`src/rtl/dbus_arbiter.sv`:
```
// Two-master data-bus arbiter (fetch = master 0, memu = master 1) with one owner per transaction.
// Optional watchdog abort compiled in with `define ARB_TIMEOUT_EN.
package dbus_pkg;
    typedef struct packed {
        logic        valid;
        logic [63:0] addr;
        logic [2:0]  size;
        logic [7:0]  strobe;
        logic [63:0] data;
    } dbus_req_t;

    typedef struct packed {
        logic        addr_ok;
        logic        data_ok;
        logic [63:0] data;
    } dbus_resp_t;
endpackage

module dbus_arbiter
    import dbus_pkg::*;
#(
    parameter bit          RR_EN          = 1'b0,
    parameter int unsigned TIMEOUT_CYCLES = 255
) (
    input  logic       clk,
    input  logic       rst,
    input  dbus_req_t  m0_req,
    output dbus_resp_t m0_resp,
    input  dbus_req_t  m1_req,
    output dbus_resp_t m1_resp,
    output dbus_req_t  dreq,
    input  dbus_resp_t dresp,
    output logic       owner,
    output logic       busy,
    output logic       timeout_err
);
    typedef enum logic {IDLE, BUSY} state_t;

    if (TIMEOUT_CYCLES < 1) begin : g_bad_cfg
        $error("dbus_arbiter: TIMEOUT_CYCLES must be at least 1");
    end

    state_t     state_reg, state_next;
    logic       owner_reg, owner_next;
    logic       last_grant_reg, last_grant_next;
    logic       winner;
    logic       any_valid;
    logic       timeout_hit;
    dbus_resp_t owner_resp;
    dbus_req_t  req_arr [2];
    dbus_resp_t resp_arr[2];

    assign req_arr[0] = m0_req;
    assign req_arr[1] = m1_req;
    assign any_valid  = m0_req.valid | m1_req.valid;

    // On contention, round-robin favours the master that did not win last time.
    always_comb begin
        winner = m1_req.valid;
        if (m0_req.valid && m1_req.valid) begin
            winner = RR_EN ? ~last_grant_reg : 1'b1;
        end
    end

    always_comb begin
        state_next      = state_reg;
        owner_next      = owner_reg;
        last_grant_next = last_grant_reg;
        case (state_reg)
            IDLE: begin
                if (any_valid) begin
                    owner_next      = winner;
                    last_grant_next = winner;
                    state_next      = BUSY;
                end
            end
            BUSY: begin
                if (dresp.data_ok || timeout_hit) begin
                    state_next = IDLE;
                end
            end
            default: state_next = IDLE;
        endcase
    end

    always_ff @(posedge clk) begin
        if (rst) begin
            state_reg      <= IDLE;
            owner_reg      <= 1'b0;
            last_grant_reg <= 1'b0;
        end else begin
            state_reg      <= state_next;
            owner_reg      <= owner_next;
            last_grant_reg <= last_grant_next;
        end
    end

`ifdef ARB_TIMEOUT_EN
    localparam int WD_W = $clog2(TIMEOUT_CYCLES + 1);
    logic [WD_W-1:0] wd_reg, wd_next;

    // Counter holds the number of BUSY cycles already elapsed, so the limit fires
    // in the TIMEOUT_CYCLES-th BUSY cycle; a coincident data_ok wins.
    always_comb begin
        wd_next = '0;
        if (state_reg == BUSY && !dresp.data_ok) begin
            wd_next = wd_reg + 1'b1;
        end
    end

    always_ff @(posedge clk) begin
        if (rst) begin
            wd_reg <= '0;
        end else begin
            wd_reg <= wd_next;
        end
    end

    assign timeout_hit = (state_reg == BUSY) && !dresp.data_ok &&
                         (wd_reg == WD_W'(TIMEOUT_CYCLES - 1));
`else
    assign timeout_hit = 1'b0;
`endif

    // A watchdog abort completes the owner's transfer with zero data so it unblocks.
    always_comb begin
        owner_resp = dresp;
        if (timeout_hit) begin
            owner_resp.data_ok = 1'b1;
            owner_resp.data    = '0;
        end
    end

    assign dreq = (state_reg == BUSY) ? req_arr[owner_reg] : '0;

    for (genvar gi = 0; gi < 2; gi++) begin : g_resp
        assign resp_arr[gi] = (state_reg == BUSY && owner_reg == 1'(gi)) ? owner_resp : '0;
    end

    assign m0_resp     = resp_arr[0];
    assign m1_resp     = resp_arr[1];
    assign owner       = owner_reg;
    assign busy        = (state_reg == BUSY);
    assign timeout_err = timeout_hit;
endmodule

```
`config.mk`:
```
export PLATFORM = sky130hd
export DESIGN_NAME = dbus_arbiter
export DESIGN_NICKNAME = d
export VERILOG_FILES = /design/src/rtl/dbus_arbiter.sv
export SDC_FILE = /design/constraint.sdc
export NUM_CORES = 1
export LEC_CHECK = 0
export CAP_MARGIN = 20
export CELL_PAD_IN_SITES_DETAIL_PLACEMENT = 1
export CELL_PAD_IN_SITES_GLOBAL_PLACEMENT = 1
export CORE_AREA = 2 2 245 247
export CTS_CLUSTER_SIZE = 28
export DETAILED_ROUTE_END_ITERATION = 16
export DIE_AREA = 0 0 247 249
export PLACE_DENSITY_LB_ADDON = 0.1
export RECOVER_POWER = 25
export SYNTH_ARGS = -nofsm -noshare
export SYNTH_HDL_FRONTEND = slang
export SYNTH_SLANG_ARGS = --single-unit
```
`constraint.sdc`:
```
create_clock -name clk -period 2.6 [get_ports clk]
set_clock_uncertainty 0.05 [all_clocks]
set_input_delay 0.78 -clock clk [delete_from_list [all_inputs] [get_ports clk]]
set_output_delay 0.78 -clock clk [all_outputs]
set_load 0.05 [all_outputs]
```
==> results.json <==
{
  "status": "finished, final reports clean",
  "drive_gt1_share_pct": 42.4,
  "cp_slowest_cell": "dlygate4sd3_1",
  "cts_tree": "done",
  "rr_startpoint": "busy",
  "synthXorXnorAreaFrac_pct": 0,
  "leakagePower_nw": 5.38,
  "stdcell_area_mm2": 0.0135,
  "die_h_um": 249,
  "start_util_pct": 5.98,
  "cp_num_buf_inv": 2,
  "grt_pass1_wl_mm": 46.8,
  "synth_seq_area_share_pct": 1.14,
  "gr-total-overflow": 0,
  "clock-sinks": 2,
  "placed_cells": 1850,
  "arrival_ns": 1.74,
  "synth_compound_area_share_pct": 0.463,
  "synthTopCellsByArea": "mux2i_1, nor2b_1, and2_1, and3_1, buf_4",
  "wl_per_cell_um": 18.1,
  "path_cells": "dlygate4sd3_1 > and3_1 > buf_12",
  "min_from": "busy",
  "yosysTopAreaCell": "mux2i_1",
  "cts_buffers": 3,
  "endpoint_kind": "output port",
  "clockBufferDepth": 2,
  "required_ns": 1.77,
  "htreeDepth": 1,
  "multi_input_area_mm2": 0.00355,
  "crit_type": "input pin to output port",
  "crit_fanout": 3,
  "fin_util_pct": 23.0,
  "cp-start-kind": "input pin",
  "min_period_ns": 2.57,
  "antenna_found_initial": 0,
  "seq_area_um2": 47.5,
  "hold_viol": 0,
  "rsz0062_at_grt": "no",
  "yosysTopAreaCellShare_pct": 39.9,
  "die_w_um": 247,
  "totalWireLength_mm": 33.6,
  "yosysWarnings": 0,
  "drt-initial-drc-count": 80,
  "post-route-period-util_pct": 98.9,
  "antenna_cells": 0,
  "yosys.area_share.simple_pct": 49.1,
  "syn2layout_area_growth_pct": 284,
  "fillCellCount": 6601,
  "synth_nets": 824,
  "design.core.area_mm2": 0.0587,
  "ys_seq_elements": 2,
  "crit_family": "buffers and inverters",
  "syn_area_per_cell_um2": 7.38,
  "ff2ff_setup_slack_ns": 1.39,
  "worstHoldEndpoint": "owner",
  "grt_max_degree": 103,
  "netlist-cell-type-count": 15,
  "clk_pin_slew_ns": 0.03,
  "clk_latency_ns": 0.22,
  "numPortBuffers": 621,
  "ir_drop_mv": 0.169,
  "num_rows": 89,
  "min_delay_path_depth": 3,
  "timing.fmax_ghz": 0.389,
  "cp.depth": 3,
  "synth_cells": 476,
  "fin_cells": 1855,
  "layout_commonest_cell": "clkdlybuf4s50_1",
  "viasPerCell": 3.16,
  "grt_pass1_vias": 6331,
  "syn_area_mm2": 0.00351,
  "setup_viol": 0,
  "via_count": 5856,
  "drv_slew": 0,
  "die_area_mm2": 0.0615,
  "grtUsageTotal_pct": 10.3,
  "synthAdderAreaFrac_pct": 0,
  "synth_top_family_by_area": "simple AND/OR/NAND/NOR gates",
  "fin_nets": 1432,
  "finalWeightedCongestion": 0.763,
  "slowest_delay_ns": 0.58,
  "drc": 0,
  "first_pass_iters": 4,
  "synth_mux_area_share_pct": 39.9,
  "io_pins": 623,
  "p_per_area_mw_per_mm2": 281,
  "mostFrequentLayoutCells": "clkdlybuf4s50_1, buf_12, nor2b_2",
  "maxCapViolCount": 0,
  "hpwlAfterDp_mm": 29.4,
  "r2r-end": "busy",
  "reg2reg_depth": 3,
  "drtAntennaViolNets": 0,
  "holdWs_ns": 0.799,
  "hold_class": "flip-flop to flip-flop",
  "placed_cell_area_mm2": 0.0139,
  "cts_root_buffer": "clkbuf_16"
}
## Yosys cell counts
cell type	instances
dfxtp_1	2
nor2b_1	142
inv_1	1
a211oi_1	1
nand2b_1	1
and2_1	66
mux2i_1	140
buf_4	13
conb_1	1
buf_2	7
and3_1	66
nor3_1	1
o32ai_1	1
buf_6	8
clkbuf_1	26
## power breakdown
part | internal, mW | total [mW] | switching (mW)
clock network | 0.196 | 0.230 | 0.0342
logic | 1.79 | 3.51 | 1.72
registers | 0.0339 | 0.0463 | 0.0124
total | 2.01 | 3.78 | 1.77
## layout make-up
| cell class | instances | area share, % |
|---|---|---|
| multi-input combinational | 419 | 26.3 |
| sequential | 2 | 0.353 |
| timing repair buffer | 657 | 65.5 |
| tap | 773 | 7.17 |
| inverter | 1 | 0.0278 |
| clock buffer | 3 | 0.557 |
## metal layers
layer / wire, um / up-vias / global-route usage [%]
met3: 3300 / 6 / 3.47
met2: 18900 / 288 / 20.9
met5: 0 / - / 0
met4: 189 / 0 / 1.02
li1: - / 2815 / -
met1: 11200 / 2747 / 10.2
## worst register-to-register path, delay by kind of cell, from the launching register on
kind	cells	cell delay, ns
buffers and inverters	1	0.33
AND/OR/NAND/NOR	1	0.12
flip-flops	1	0.37
AO/OA/AOI/OAI	1	0.23
## metrics by stage
stage | power (mW) | TNS, ns | worst slack, ns
after floorplan | 1.64 | 0 | 0.0119
after CTS | 3.92 | 0 | 0.000318
after global routing | 3.96 | 0 | 0.00167
final | 3.78 | 0 | 0.0294
after global placement | 3.65 | -0.270 | -0.270
after detailed placement | 3.66 | -0.248 | -0.242
## worst max path at each step
stage | from | to | slack [ns]
final | dresp[64] | m1_resp[64] | 0.03
after global routing | m0_req[123] | dreq[123] | 0.002
after CTS | m1_req[136] | dreq[136] | 0.0003
after detailed placement | m1_req[139] | dreq[139] | -0.24
after global placement | m1_req[139] | dreq[139] | -0.27
after floorplan | owner | m1_resp[10] | 0.01
## cell families (layout without fill, tap and decap cells)
family | Yosys count | count (layout)
flops | 2 | 2
simple gates | 276 | 276
other cells | 1 | 1
mux | 140 | 140
compound gates | 2 | 2
buf+inv | 55 | 661
## repair_timing
| action | CTS | global route |
|---|---|---|
| resized for setup | 8 | 10 |
| endpoints found under the setup margin | 6 | 7 |
| pin swaps | 0 | 0 |
| buffers inserted | 0 | 1 |
| cloned | 1 | 0 |
| hold buffers | 0 | 0 |
Note: power is estimated with default switching activity, not from simulation.
